==> src/rtl/dll_tx_arbiter.sv <==
// Arbitrates ACK/NAK DLLPs, FC DLLPs and TLP beats onto the PIPE beat. Output is registered (1 cycle).
// Backpressure: TLP stalls via tlp_ready_o. DLLPs wait on their request levels until they get a one-cycle grant.
module dll_tx_arbiter #(
  parameter int PIPE_DATA_WIDTH = 256,
  parameter int MAX_DLLP_BURST  = 4
) (
  input  logic                       sclk,
  input  logic                       srst,
  input  logic                       link_active_i,
  input  logic                       tlp_valid_i,
  input  logic [PIPE_DATA_WIDTH-1:0] tlp_data_i,
  input  logic                       tlp_last_i,
  output logic                       tlp_ready_o,
  input  logic                       ack_req_i,
  input  logic [63:0]                ack_dllp_i,
  output logic                       ack_gnt_o,
  input  logic                       fc_req_i,
  input  logic [63:0]                fc_dllp_i,
  output logic                       fc_gnt_o,
  output logic [PIPE_DATA_WIDTH-1:0] dll2pipe_data_o,
  output logic                       dll2pipe_valid_o,
  output logic [1:0]                 dll2pipe_type_o
);

  typedef enum logic {
    ST_IDLE,
    ST_TLP
  } state_t;

  localparam logic [2:0] STARV_MAX = 3'(MAX_DLLP_BURST);
  localparam logic [1:0] TYPE_IDLE = 2'b00;
  localparam logic [1:0] TYPE_TLP  = 2'b01;
  localparam logic [1:0] TYPE_ACK  = 2'b10;
  localparam logic [1:0] TYPE_FC   = 2'b11;

  state_t                     r_state;
  state_t                     w_state_nxt;
  logic [2:0]                 r_starv;
  logic [2:0]                 w_starv_nxt;
  logic                       w_tlp_elig;
  logic                       w_tlp_win;
  logic                       w_ack_gnt;
  logic                       w_fc_gnt;
  logic                       w_tlp_rdy;
  logic                       w_tlp_xfer;
  logic [PIPE_DATA_WIDTH-1:0] r_data;
  logic                       r_vld;
  logic [1:0]                 r_type;

  assign w_tlp_elig = link_active_i && tlp_valid_i;
  // Starvation guard: after a full DLLP burst the waiting TLP jumps the queue.
  assign w_tlp_win  = w_tlp_elig && ((r_starv == STARV_MAX) || (!ack_req_i && !fc_req_i));
  assign w_tlp_xfer = w_tlp_rdy && tlp_valid_i;

  always_comb begin
    w_state_nxt = r_state;
    w_ack_gnt   = 1'b0;
    w_fc_gnt    = 1'b0;
    w_tlp_rdy   = 1'b0;
    if (!srst) begin
      case (r_state)
        ST_IDLE: begin
          w_tlp_rdy = w_tlp_win;
          w_ack_gnt = !w_tlp_win && ack_req_i;
          w_fc_gnt  = !w_tlp_win && !ack_req_i && fc_req_i;
          if (w_tlp_win && !tlp_last_i) begin
            w_state_nxt = ST_TLP;
          end
        end
        ST_TLP: begin
          w_tlp_rdy = link_active_i;
          // Link loss abandons the partial TLP; upstream flushes it.
          if (!link_active_i) begin
            w_state_nxt = ST_IDLE;
          end else if (tlp_valid_i && tlp_last_i) begin
            w_state_nxt = ST_IDLE;
          end
        end
        default: w_state_nxt = ST_IDLE;
      endcase
    end
  end

  always_comb begin
    w_starv_nxt = r_starv;
    if (w_tlp_xfer || !w_tlp_elig) begin
      w_starv_nxt = 3'd0;
    end else if ((w_ack_gnt || w_fc_gnt) && (r_starv != 3'd7)) begin
      w_starv_nxt = r_starv + 3'd1;
    end
  end

  always_ff @(posedge sclk or posedge srst) begin
    if (srst) begin
      r_state <= ST_IDLE;
      r_starv <= 3'd0;
    end else begin
      r_state <= w_state_nxt;
      r_starv <= w_starv_nxt;
    end
  end

  always_ff @(posedge sclk or posedge srst) begin
    if (srst) begin
      r_data <= '0;
      r_vld  <= 1'b0;
      r_type <= TYPE_IDLE;
    end else if (w_ack_gnt) begin
      r_data <= {{(PIPE_DATA_WIDTH-64){1'b0}}, ack_dllp_i};
      r_vld  <= 1'b1;
      r_type <= TYPE_ACK;
    end else if (w_fc_gnt) begin
      r_data <= {{(PIPE_DATA_WIDTH-64){1'b0}}, fc_dllp_i};
      r_vld  <= 1'b1;
      r_type <= TYPE_FC;
    end else if (w_tlp_xfer) begin
      r_data <= tlp_data_i;
      r_vld  <= 1'b1;
      r_type <= TYPE_TLP;
    end else begin
      r_data <= '0;
      r_vld  <= 1'b0;
      r_type <= TYPE_IDLE;
    end
  end

  assign tlp_ready_o      = w_tlp_rdy;
  assign ack_gnt_o        = w_ack_gnt;
  assign fc_gnt_o         = w_fc_gnt;
  assign dll2pipe_data_o  = r_data;
  assign dll2pipe_valid_o = r_vld;
  assign dll2pipe_type_o  = r_type;

endmodule

==> config.mk <==
export PLATFORM = sky130hd
export DESIGN_NAME = dll_tx_arbiter
export DESIGN_NICKNAME = d
export VERILOG_FILES = /design/src/rtl/dll_tx_arbiter.sv
export SDC_FILE = /design/constraint.sdc
export NUM_CORES = 1
export LEC_CHECK = 0
export CAP_MARGIN = 10
export CORE_AREA = 2 2 251 253
export CTS_CLUSTER_SIZE = 40
export DETAILED_ROUTE_END_ITERATION = 12
export DIE_AREA = 0 0 253 255
export MAX_ROUTING_LAYER = met4
export SYNTH_ARGS = -nofsm -noshare
export SYNTH_HDL_FRONTEND = slang
export SYNTH_SLANG_ARGS = --single-unit
==> constraint.sdc <==
create_clock -name sclk -period 9.6 [get_ports sclk]
set_clock_uncertainty 0.05 [all_clocks]
set_input_delay 1.92 -clock sclk [delete_from_list [all_inputs] [get_ports sclk]]
set_output_delay 1.92 -clock sclk [all_outputs]
set_load 0.005 [all_outputs]
; ---- Yosys cells after proc, flatten, opt, wreduce, memory -nomap -nowiden
; Index checks and enable logic that the tools add are counted.
[totals]
ff_bits = 263
latch_bits = 0
ramBits = 0
rom_bits = 0
out_inout_bits = 262
word_cells = 49
memories = 0
[classes]
add_sub_neg = 1
n_mul = 0
n_div = 0
magnitude_cmp = 0
eq_ne = 2
n_shift = 0
n_mux = 21
bitwise_logic = 1
reduce_logical = 19
[ops]
columns = operator, n
row1 = $mux W256, 3
row2 = $mux W1, 12
row3 = $logic_and A1 B1 Y1, 10
row4 = $mux W3, 2
row5 = $logic_not A1 Y1, 5
row6 = $mux W2, 2
row7 = $pmux W1 S2, 2
row8 = $add A3 B1 Y3 const B, 1
row9 = $eq A3 B3 Y1 const B, 1
row10 = $logic_or A1 B1 Y1, 3
row11 = $ne A3 B3 Y1 const B, 1
row12 = $reduce_bool A2 Y1, 1
row13 = $not A1 Y1, 1

; ---- Logic depth before layout (Yosys ltp)
[depth]
word_depth = 13
ltp_mapped = 8
ltp_nobuf = 6

; ---- Worst setup path after synthesis
; Ideal clock, no wire load.
[synth_path]
kind = input to register
start = in srst
end = reg r_data[59], in the netlist dll2pipe_data_o[59]
setup_ps = 78
t_arrival_ps = 8860
required_ps = 9472
slack_ps = 611
path_stages = 7
path_buffers = 3
cell_sequence = buf_2 > inv_1 > o2111a_1 > buf_4 > buf_4 > a221oi_2 > a21oi_1
[synth_between]
elab_chain_cells = 5
word_cells_on_any_way = 7
classes_between = 6 x mux / 1 x reduce/logical
[synth_rtl]
columns = item, line_no
row1 = "start, declared", 8  ; input logic srst,
row2 = $mux W1, 60  ; if (!srst) begin
row3 = $logic_and A1 B1 Y1, 53  ; assign w_tlp_xfer = w_tlp_rdy && tlp_valid_i;
row4 = $mux W256, 116  ; end else if (w_tlp_xfer) begin
row5 = $mux W256, 112  ; end else if (w_fc_gnt) begin
row6 = $mux W256 *, 108  ; end else if (w_ack_gnt) begin
row7 = "end signal, assigned", 109  ; r_data <= {{(PIPE_DATA_WIDTH-64){1'b0}}, ack_dllp_i};
row8 = "end signal, assigned", 113  ; r_data <= {{(PIPE_DATA_WIDTH-64){1'b0}}, fc_dllp_i};
row9 = "end signal, assigned", 117  ; r_data <= tlp_data_i;
row10 = "end, declared", 46  ; logic [PIPE_DATA_WIDTH-1:0] r_data;
; Every way passes the cells marked *; elsewhere a longest branch is shown, timed or not.
; A chain may end at the register's enable or synchronous reset.

; ---- Worst setup path after layout
[layout_path]
start = in srst
end = out fc_gnt_o
[layout_between]
elab_chain_cells = 1
[layout_rtl]
columns = item, line_no
row1 = $mux W1, 60
row2 = "end, declared", 19  ; output logic fc_gnt_o,
; Every way passes these cells.

==> reports/qor.txt <==
Run status - completed
Critical Path RT - 7.63 ns
Worst Path Arrival - 4.12 ns
CP max FO - 19
CTS tree - built
Area growth, synth to finish - 84.6%
Total of max-cap violations - 0
Synthesized flop and latch total - 263
Worst hold start - r_starv[0]
Drt first-iter violations - 260
Ys async rst share - 1.00
DR WL/cell - 17.4 um
Hold Fails Final Rpt - 0
Fmax - 0.164 GHz
Final setup fails - 0
Vias in the first global route - 8523
CTS clk-pin slew, worst paths - 0.06 ns
EDFF count, synth - 0
Fin crit share - 0.634
Final Critical Period - 6.09 ns
Vias - 7964
PnR Total Power - 2.74 mW
Dpl hpwl - 29.3 mm
Total GRT Usage - 0.115
Grt met3 use - 0.0360
Most frequent cells after synthesis - dfrtp_1 (263), and2_1 (192), inv_1 (67), a221oi_2 (48), a21oi_2 (40)
Crit path cell chain - clkdlybuf4s50_1 -> nor2_2 -> nor4bb_4 -> buf_4 -> clkdlybuf4s50_1
CP Capture Type - output pin
Synth Flop Type - dfrtp_1
Max incr delay on CP - 0.65 ns
Port Buffers - 652
Global-route wire length before repair - 54.0 mm
Crit path buffers/inverters - 3
Via-per-instance ratio - 3.62
PwrDens - 150 mW/mm^2
Chip width - 253 um
Post_cts resized - 0
Initial Util - 0.160
Met2 usage - 0.191
Synth cell types - 34
Most used routing layer - met2
Maximum VDD drop - 124 uV
H-tree depth - 1
Full die area - 0.0645 mm^2
Design Area, Final - 0.0183 mm^2
Register area - 0.00658 mm^2
Hold WS - 0.537 ns
WS Path Type - in2out
Top cell by count, worst path - clkdlybuf4s50_1
Slowest CP cell - clkdlybuf4s50_1
Average size of a mapped cell - 13.5 um^2
Core Rows - 92
CTS Buffer Depth - 3
Multi-input gate area - 0.00280 mm^2
WL final - 38.3 mm
I/O pin count - 653
LEAKAGE - 7.95 nW
Synth area leader - dfrtp_1
Seq/Total Area, Yosys - 0.664
Post-CTS Repair Setup Buffers - 0
Worst Max-Slew Pin Slew - 0.960 ns
Synth Instances - 733
CTS Buf Count - 31
Mapped Nets - 1127
Hold buffer count at CTS - 0
Drt pass-1 iters - 4
Clock latency on the worst-skew pair - 0.59 ns
Switching power - 637 uW
Clk sinks - 263
Initial antenna violation count - 2
Sw Ratio - 0.232
Slew Viols, Final - 0
M1 GR Usage - 0.129
Die Ht - 255 um
Largest net degree at the start of global routing - 100
Placer Congestion - 0.851
P_int - 2.11 mW
Synth warnings - 0
Top cells by area, synth - dfrtp_1 (66%), and2_1 (12%), a221oi_2 (7.3%), a21oi_2 (3.5%), inv_1 (2.5%)
Normalized max-slew margin - 0.360
Cell area after synthesis - 0.00992 mm^2
Worst setup SP type - input port
Gate power share - 0.132
Clock Tree Root - clkbuf_16
Synth top area share - 0.664
Critical R2R Launch - r_starv[0]
Unrepaired setup endpoints after global routing - no
Post-DP Area - 0.0172 mm^2
Final net count - 1770
GRT overflow - 0
Worst Hold Class - reg2reg
Post-route ant nets - 0
Sequential share of power - 0.420
Most repeated cell in the gate-level netlist after synthesis - dfrtp_1
Fraction of layout cells with a size suffix above 1 - 0.109
Launch point of the worst path - srst
Family with the most delay on the worst path - buffers and inverters
DRC Markers - 0
Core area - 0.0622 mm^2
Final setup TNS - 0 ns
Clk pwr share - 0.448
Final-layout fill cell count - 6339
==> metrics by stage <==
step | utilization | instances | setup slack (ns)
global route | 0.294 | 2202 | 3.39
finish | 0.295 | 2203 | 3.51
detailed placement | 0.277 | 2142 | 3.49
CTS | 0.294 | 2200 | 3.47
floorplan | - | 733 | 0.171
global placement | 0.277 | 2142 | 3.48
==> worst min-delay path: cells and delay by family (launching register included) <==
kind	cells	cell delay, ns
flip-flops	1	0.38
XOR/XNOR	1	0.13
AND/OR/NAND/NOR	1	0.04
==> final cells by class <==
cell class	count	area share
repair buffers	661	0.360
clock inverters	15	0.0111
flip-flops and latches	263	0.360
clock buffers	43	0.0470
diodes	3	0.000410
multi-input cells	352	0.153
well taps	799	0.0546
inverters	67	0.0141
==> path summary, 6_finish.rpt <==
check,to,slack (ns),depth (start not counted)
worst max-delay path,fc_gnt_o,3.51,5
worst min-delay path,r_starv[0],0.54,2
worst max register to register,dll2pipe_data_o[23],6.32,8
worst min register to register,r_starv[0],0.54,2
max in group asynchronous,dll2pipe_data_o[25],5.50,4
min in group asynchronous,dll2pipe_data_o[229],2.01,2
==> placed cells by master, fill, tap and decap left out, types with 6 or more instances in the layout <==
cell               n
clkinv_2           6
a21oi_2           40
a21oi_1           24
dfrtp_1          263
inv_1             66
a221oi_1          16
clkdlybuf4s50_1  652
buf_4              9
nor2_1             6
a221oi_2          48
clkbuf_1           8
and2_1           192
clkbuf_16         31
==> kinds of logic after synthesis <==
kind of cell	after synthesis	share of synthesized area
flip-flops	263	0.664
AND/OR/NAND/NOR	208	0.132
AO/OA/AOI/OAI	138	0.142
buffers and inverters	118	0.0554
adder cells (fa/ha/maj)	3	0.00379
multiplexers	2	0.00202
XOR/XNOR	1	0.000883
==> routing by layer <==
metal / vias to the layer above / wire (um)
li1: 3694 / -
met1: 3841 / 14700
met3: 65 / 3390
met5: - / 0
met2: 364 / 18900
met4: 0 / 1290
==> state kept, by name (all words and copies together) (netlist names) <==
register,cells
dll2pipe_data_o,256
r_starv,3
dll2pipe_type_o,2
dll2pipe_valid_o,1
r_state,1
==> power by group through the flow <==
stage	sequential (mW)	combinational, mW	clock (mW)
global route	1.15	0.394	1.32
CTS	1.15	0.371	1.27
global placement	1.17	0.366	0
floorplan	1.18	0.0946	0
detailed placement	1.17	0.369	0
finish	1.15	0.362	1.23
Note: power is estimated with default switching activity, not from simulation.
